==> config.mk <==
export PLATFORM = sky130hd
export DESIGN_NAME = button_debounce
export DESIGN_NICKNAME = d
export VERILOG_FILES = /design/src/rtl/button_debounce.sv
export SDC_FILE = /design/constraint.sdc
export NUM_CORES = 1
export LEC_CHECK = 0
export CELL_PAD_IN_SITES_DETAIL_PLACEMENT = 0
export CELL_PAD_IN_SITES_GLOBAL_PLACEMENT = 2
export CORE_MARGIN = 2
export CORE_UTILIZATION = 30
export CTS_CLUSTER_SIZE = 30
export DETAILED_ROUTE_END_ITERATION = 8
export PLACE_DENSITY = 0.67
export SETUP_SLACK_MARGIN = 0.15
export SLEW_MARGIN = 10
export SYNTH_ARGS = -nofsm -noshare
export SYNTH_HDL_FRONTEND = slang
export SYNTH_SLANG_ARGS = --single-unit
==> constraint.sdc <==
create_clock -name clk -period 2.4 [get_ports clk]
set_input_delay 0.6 -clock clk [delete_from_list [all_inputs] [get_ports clk]]
set_output_delay 0.6 -clock clk [all_outputs]
set_load 0.02 [all_outputs]
==> src/rtl/button_debounce.sv <==
// button_debounce: per-channel two-flop synchroniser, counter debounce FSM, clean level and
// single-cycle press/release strobes. Optional macro BTN_AUTOREPEAT_EN adds hold-to-repeat
// press strobes after REPEAT_DELAY cycles, then every REPEAT_PERIOD cycles.
module button_debounce #(
    parameter int NBTN          = 4,
    parameter int DEB_CYCLES    = 32000,
    parameter bit INVERT        = 1'b0,
    parameter int REPEAT_DELAY  = 16000000,
    parameter int REPEAT_PERIOD = 3200000
) (
    input  logic            clk,
    input  logic            rst,
    input  logic [NBTN-1:0] btn_raw,
    output logic [NBTN-1:0] btn_level,
    output logic [NBTN-1:0] btn_press,
    output logic [NBTN-1:0] btn_release
);
    localparam int CW = $clog2(DEB_CYCLES);
    localparam logic [CW-1:0] CNT_LAST = CW'(DEB_CYCLES - 1);

    typedef enum logic [1:0] {IDLE, CHK_PRESS, PRESSED, CHK_REL} state_t;

    if (DEB_CYCLES < 2 || REPEAT_DELAY < 1 || REPEAT_PERIOD < 1) begin : g_bad_param
        $error("button_debounce: DEB_CYCLES must be >= 2 and repeat timings >= 1");
    end

`ifdef BTN_AUTOREPEAT_EN
    localparam int RMAX = (REPEAT_DELAY > REPEAT_PERIOD) ? REPEAT_DELAY : REPEAT_PERIOD;
    localparam int RW = $clog2(RMAX + 1);
    localparam logic [RW-1:0] DLY_LAST = RW'(REPEAT_DELAY - 1);
    localparam logic [RW-1:0] PER_LAST = RW'(REPEAT_PERIOD - 1);
`endif

    logic [NBTN-1:0] r_s1;
    logic [NBTN-1:0] r_s2;

    // bring the asynchronous button levels into the clk domain, applying optional inversion
    always_ff @(posedge clk) begin
        if (rst) begin
            r_s1 <= '0;
            r_s2 <= '0;
        end else begin
            r_s1 <= btn_raw ^ {NBTN{INVERT}};
            r_s2 <= r_s1;
        end
    end

    for (genvar g = 0; g < NBTN; g++) begin : g_ch
        state_t        r_state;
        state_t        w_state_nx;
        logic [CW-1:0] r_cnt;
        logic [CW-1:0] w_cnt_nx;
        logic          r_level;
        logic          w_level_nx;
        logic          r_press;
        logic          w_press_nx;
        logic          r_release;
        logic          w_release_nx;
        logic          w_in;
`ifdef BTN_AUTOREPEAT_EN
        logic [RW-1:0] r_rcnt;
        logic [RW-1:0] w_rcnt_nx;
        logic          r_first;
        logic          w_first_nx;
`endif

        assign w_in = r_s2[g];

        // next-state, qualification counter and strobe decode; a bounce returns to the stable state
        always_comb begin
            w_state_nx   = r_state;
            w_cnt_nx     = r_cnt;
            w_level_nx   = r_level;
            w_press_nx   = 1'b0;
            w_release_nx = 1'b0;
`ifdef BTN_AUTOREPEAT_EN
            w_rcnt_nx    = r_rcnt;
            w_first_nx   = r_first;
`endif
            case (r_state)
                IDLE: begin
`ifdef BTN_AUTOREPEAT_EN
                    w_rcnt_nx  = '0;
                    w_first_nx = 1'b1;
`endif
                    if (w_in) begin
                        w_state_nx = CHK_PRESS;
                        w_cnt_nx   = '0;
                    end
                end
                CHK_PRESS: begin
                    if (!w_in) begin
                        w_state_nx = IDLE;
                    end else if (r_cnt == CNT_LAST) begin
                        w_state_nx = PRESSED;
                        w_level_nx = 1'b1;
                        w_press_nx = 1'b1;
`ifdef BTN_AUTOREPEAT_EN
                        w_rcnt_nx  = '0;
                        w_first_nx = 1'b1;
`endif
                    end else begin
                        w_cnt_nx = r_cnt + 1'b1;
                    end
                end
                PRESSED: begin
                    if (!w_in) begin
                        w_state_nx = CHK_REL;
                        w_cnt_nx   = '0;
                    end
`ifdef BTN_AUTOREPEAT_EN
                    else if (r_rcnt == (r_first ? DLY_LAST : PER_LAST)) begin
                        w_press_nx = 1'b1;
                        w_rcnt_nx  = '0;
                        w_first_nx = 1'b0;
                    end else begin
                        w_rcnt_nx = r_rcnt + 1'b1;
                    end
`endif
                end
                CHK_REL: begin
                    if (w_in) begin
                        w_state_nx = PRESSED;
                    end else if (r_cnt == CNT_LAST) begin
                        w_state_nx   = IDLE;
                        w_level_nx   = 1'b0;
                        w_release_nx = 1'b1;
                    end else begin
                        w_cnt_nx = r_cnt + 1'b1;
                    end
                end
                default: w_state_nx = IDLE;
            endcase
        end

        // register state, counters and outputs; reset drops any in-flight qualification
        always_ff @(posedge clk) begin
            if (rst) begin
                r_state   <= IDLE;
                r_cnt     <= '0;
                r_level   <= 1'b0;
                r_press   <= 1'b0;
                r_release <= 1'b0;
`ifdef BTN_AUTOREPEAT_EN
                r_rcnt    <= '0;
                r_first   <= 1'b1;
`endif
            end else begin
                r_state   <= w_state_nx;
                r_cnt     <= w_cnt_nx;
                r_level   <= w_level_nx;
                r_press   <= w_press_nx;
                r_release <= w_release_nx;
`ifdef BTN_AUTOREPEAT_EN
                r_rcnt    <= w_rcnt_nx;
                r_first   <= w_first_nx;
`endif
            end
        end

        assign btn_level[g]   = r_level;
        assign btn_press[g]   = r_press;
        assign btn_release[g] = r_release;
    end
endmodule

Yosys cells after proc, flatten, opt, wreduce, memory -nomap -nowiden
Cells that the tools add are included.
{ "op_classes": {"reduce_logical": 28, "n_mux": 76, "n_addsub": 4, "n_eq_ne": 48, "bitwise": 12} }
{ "op_table": {"columns": ["operator", "n"], "rows": [
  ["$mux W15", 20],
  ["$pmux W15 S4", 4],
  ["$add A15 B1 Y15 const B", 4],
  ["$eq A15 B15 Y1 const B", 4],
  ["$mux W2", 24],
  ["$ne A2 B2 Y1 const B", 24],
  ["$pmux W2 S4", 4],
  ["$reduce_and A4 Y1", 8],
  ["$ne A3 B3 Y1 const B", 8],
  ["$reduce_or A3 Y1", 8],
  ["$mux W1", 20],
  ["$reduce_and A5 Y1", 4],
  ["$eq A2 B2 Y1 const B", 8],
  ["$not A1 Y1", 12],
  ["$eq A2 B1 Y1 const B", 4],
  ["$logic_not A2 Y1", 4],
  ["$pmux W1 S2", 4],
  ["$reduce_bool A2 Y1", 4]
]} }
{ "word_totals": {"register_bits": 88, "elab_cells": 190, "in_bits": 6, "output_inout_bits": 12} }

Longest topological paths before layout
{ "logic_depth": {"ltp_word": 4, "ltp_mapped": 9, "ltp_nobuf": 5} }

Worst setup path before layout
Ideal clock, no wire load.
{ "synth_timing": {"path_type": "input port to flip-flop", "startpoint": "in rst", "endpoint": "reg g_ch[1].r_cnt[2]", "t_arrival_ns": 1.722, "cell_stages": 5, "setup_slack_ns": 0.577, "path_buffers": 2, "path_cell_list": "clkbuf_1 -> inv_1 -> clkbuf_1 -> o21ai_0 -> o41ai_1"} }
{ "synth_lines": {"columns": ["element", "line_no", "rtl"], "rows": [
  ["from (decl)", "12", "input logic rst,"],
  ["to (signal assigned)", "150", "r_cnt <= w_cnt_nx;"],
  ["to (decl)", "51", "logic [CW-1:0] r_cnt;"]
]} }

Worst setup path after layout
{ "layout_timing": {"startpoint": "reg g_ch[1].r_cnt[0]", "endpoint": "reg g_ch[1].r_cnt[13]"} }
{ "layout_via": {"elab_chain_cells": 4, "word_cells_on_any_way": 6} }
{ "layout_rtl": {"columns": ["element", "line_no", "rtl"], "rows": [
  ["$add A15 B1 Y15 or $eq A15 B15 Y1 (tied branches)", null, null],
  ["$mux W15 *", "94, 124", null],
  ["$mux W15, on equally long branches", "122, 92", null],
  ["$pmux W15 S4 *", "80", "case (r_state)"]
]} }
Mark *: on every way between the ends. The rest lies on a longest branch, timed or not. The select of a mux whose other input is x is not followed.
A chain may end at the register's enable or synchronous reset.

==> run summary <==
In the finished design, the share of the clock period the worst path needs comes to 82.51%. Along the worst path, the maximum fanout reaches 26. The count of nets left with antenna violations once routing finished came out at 0. Worst setup path startpoint: g_ch[1].r_cnt[0]$_SDFFE_PP0P_. The area share of the largest cell type after synthesis came out at 39.23%. Ranked by instance count, the synthesized netlist is headed by 88 x sky130_fd_sc_hd__dfxtp_1, 40 x sky130_fd_sc_hd__a21oi_1, 39 x sky130_fd_sc_hd__nand2_1.

In the synthesized netlist, the number of instances is 521. A synthesized cell averages 8.619 sq um. The floorplan has 44 rows. The run gives 1,493 as the number of fill cells. The tools report the buffer depth of the longest clock path as 2. Buffers placed on the I/O ports in this run total 17. The number of iterations in the first detailed-routing pass was 4. The die is 126.3 um wide.

Yosys mapped a number of flops with a built-in enable equal to 0. The tools report the count of pins over their slew limit as 0. Sorting the synthesized cells by area gives the leading types as sky130_fd_sc_hd__dfxtp_1 39%, sky130_fd_sc_hd__a21oi_1 4.5%, sky130_fd_sc_hd__nand4_1 3.8%, sky130_fd_sc_hd__or4_1 3.7%, sky130_fd_sc_hd__o31ai_1 3.5%.

Most used flip-flop cell after synthesis: sky130_fd_sc_hd__dfxtp_1. Type of the worst setup path: reg2reg. The tools report the post-route setup TNS as 0 ns.

For this configuration, the core starts out at a cell density of 30.78%. The startpoint identified for the worst register-to-register timing path is g_ch[1].r_cnt[0]$_SDFFE_PP0P_. The total via count after detailed routing is 3,914, and the number of standard cells in the final layout excluding fillers is 710. The sequential cell area in the final layout was 1762 sq um.

For this run, the top clock speed supported by timing is 505.0 MHz. For the core footprint, the log shows 14,590 sq um. Yosys printed 0 warnings.

In this run the post-CTS setup repair buffer count came out at 0. Among all cell types in the netlist, the one instantiated most often is sky130_fd_sc_hd__dfxtp_1. The run gives 0.42 ns as the flop-to-flop setup slack.

Hold repair after CTS inserted 0 buffers. The power per unit of standard cell area came out at 610.6 nW/um^2. TritonCTS built the clock tree. STA classifies the critical path startpoint as a register. Routability-driven placement finished with a final weighted congestion of 0.7930.

Pin placement for this block handled 18 I/O pins. The run gives 27 as the maximum number of pins on one net before global-route repair. The tools report the critical path endpoint category as a register. The worst pin sits at a relative slew slack of 44.33%. For the pin with the worst max-slew slack, the measured transition is 0.8291 ns. After detailed routing, the total wire length is 10,860 um.

The via count of the first global-routing pass was 3,798; the clock insertion delay at the later pin of the skew report was 0.35 ns. In the final layout, the share of cells above drive strength 1 is 8.175%. The run gives 0 as the number of failing setup endpoints in the final timing report. The run gives 0 as the number of hold violations in the final report.

At the end of the flow, the number of nets in the layout was 531. The tools report the worst-case setup margin in the final layout as 0.4197 ns. Number of buffers created by CTS: 9.

After synthesis, the share of flip-flops with an asynchronous set or reset is 0%. Overall power consumption after layout is estimated at 3.101 mW. For the multi-input gate area in the final layout, the log shows 2439 sq um. The flow ran to the end, and the final reports show no timing, DRC or antenna violations. The die is 126.3 um tall.

Cells fill 34.81% of the core in the end. The tools report the number of levels in the clock H-tree as 3. Synthesis inferred 88 register bits.

In this run the worst hold path is classified as reg2reg. Across the VDD grid, the largest voltage drop is 0.3869 mV. The net count after synthesis is 531, and the static leakage power is 1.522 nW. The tools report the final setup skew as 0.004858 ns.

The tools report the smallest hold slack as 0.4567 ns. The critical path required time is 2.68 ns, and the mapped cell area is 4491 sq um. Setup repair after global routing left no endpoint under its margin. The number of clock sinks was 88; the critical path arrival was 2.26 ns. Summing the sequential cell areas from Yosys gives 39.23% of the chip area. The clock-pin slew of the registers on the worst-case setup and hold paths works out to 0.07 ns. The run gives 0.3181 ns as the post-placement worst setup slack. After detailed placement, the total cell area comes to 4771 sq um. The endpoint of the worst-slack reg-to-reg timing path is g_ch[1].r_cnt[13]$_SDFFE_PP0P_. For the count of routing violations after the opening detailed-route iteration, the log shows 269. The die covers 15,960 sq um. Clock tree synthesis selected as its root buffer the cell sky130_fd_sc_hd__clkbuf_16. The via density per instance is 5.513.

The post-synthesis to final-layout area growth is 13.10%. The total congestion overflow is 0, and the post-route minimum period is 1.980 ns. Across every metal layer, demand over resource in global routing totals 14.30%. The cell depth of the worst flop-to-flop path was 5; the average wire length per cell after detail routing was 15.29 um. For the cell area after layout, the log shows 5079 sq um. After legalization and detailed placement, the total HPWL measured 7412 um. The count of cells along the worst hold path works out to 1. sky130_fd_sc_hd__dfxtp_1 takes more of the synthesized area than any other cell.

The tools report the cell total after placement as 694. The tools report the worst hold endpoint as r_s2[3]$_SDFF_PP0_. Across the run, the number of max-cap violations was 0. The run gives 0 as the number of antenna violations at the first check in global routing. Startpoint of the most critical hold path: r_s1[3]$_SDFF_PP0_.

The first global-routing pass estimated 18,790 um of wire. After detailed routing, the number of remaining DRC violations is 0. Yosys mapped the design onto 56 distinct sky130hd cell types. Gates resized during post-CTS repair numbered 0.

The repair_antennas step left the layout with diodes totalling 0.
## layer usage
layer | routed length (um) | track usage (%) | vias up | share of wire [%]
li1 | - | - | 2008 | -
met1 | 5374 | 18.69 | 1841 | 49
met2 | 4949 | 22.90 | 55 | 46
met3 | 405 | 4.133 | 10 | 3.7
met4 | 129 | 4.396 | 0 | 1.2
met5 | 0 | 0 | - | 0
## kinds of logic (layout without fill, tap and decap cells)
logic type	Yosys count	count (layout)	synth area share [%]
compound gates	133	133	19.48
simple gates	223	223	30.34
mux	5	5	1.115
flops	88	88	39.23
fa+ha+maj	4	4	1.115
buf+inv	59	64	6.631
xor+xnor	9	9	2.090
## layout make-up
type                    instances  area share (%)
clock buffers                  10           4.706
repair buffers                 33           5.617
multi-input cells             374           48.02
flip-flops and latches         88           34.69
clock inverters                 6           1.330
inverters                      15           1.109
well taps                     184           4.533
## worst max path at each step
stage                                           endpoint
after floorplan            g_ch[1].r_cnt[2]$_SDFFE_PP0P_
after global placement     g_ch[1].r_cnt[3]$_SDFFE_PP0P_
after detailed placement   g_ch[1].r_cnt[3]$_SDFFE_PP0P_
after CTS                  g_ch[1].r_cnt[3]$_SDFFE_PP0P_
after global routing      g_ch[2].r_cnt[13]$_SDFFE_PP0P_
final                     g_ch[1].r_cnt[13]$_SDFFE_PP0P_
## registers in the layout, indices dropped and copies added (netlist names), named ones only
name and flops:
g_ch.r_cnt 60, g_ch.r_level 4, g_ch.r_press 4, g_ch.r_release 4, g_ch.r_state 4, r_s1 4, r_s2 4
## worst max-delay path, stage by stage, from the launching register on
cell                       delay [ns]
sky130_fd_sc_hd__dfxtp_1         0.35
sky130_fd_sc_hd__ha_1            0.23
sky130_fd_sc_hd__and4bb_2        0.25
sky130_fd_sc_hd__and4_2          0.37
sky130_fd_sc_hd__or4_1           0.56
sky130_fd_sc_hd__a21oi_1         0.15
## layout by cell type, fill, tap and decap left out, types with 4 or more instances in the layout
cell / n
sky130_fd_sc_hd__or3_1: 10
sky130_fd_sc_hd__o41ai_1: 4
sky130_fd_sc_hd__xnor2_1: 5
sky130_fd_sc_hd__nor4b_1: 7
sky130_fd_sc_hd__o31ai_1: 21
sky130_fd_sc_hd__or4_1: 22
sky130_fd_sc_hd__o311ai_0: 11
sky130_fd_sc_hd__ha_1: 4
sky130_fd_sc_hd__nand2_1: 39
sky130_fd_sc_hd__nor2b_1: 10
sky130_fd_sc_hd__nand4_1: 27
sky130_fd_sc_hd__and4_1: 10
sky130_fd_sc_hd__nor2_1: 13
sky130_fd_sc_hd__and3_1: 6
sky130_fd_sc_hd__nor3_1: 14
sky130_fd_sc_hd__a31oi_1: 7
sky130_fd_sc_hd__o211ai_1: 10
sky130_fd_sc_hd__a21oi_1: 40
sky130_fd_sc_hd__clkbuf_16: 9
sky130_fd_sc_hd__and2_1: 4
sky130_fd_sc_hd__nand3_1: 31
sky130_fd_sc_hd__nor4_1: 5
sky130_fd_sc_hd__inv_1: 15
sky130_fd_sc_hd__mux2i_1: 5
sky130_fd_sc_hd__buf_4: 16
sky130_fd_sc_hd__o21ai_0: 25
sky130_fd_sc_hd__clkdlybuf4s50_1: 16
sky130_fd_sc_hd__dfxtp_1: 88
## power by group
group,internal [mW],switching [mW]
combinational,0.0602,0.0907
sequential,1.48,0.0199
clock,0.839,0.611
Note: power is estimated with default switching activity, not from simulation.
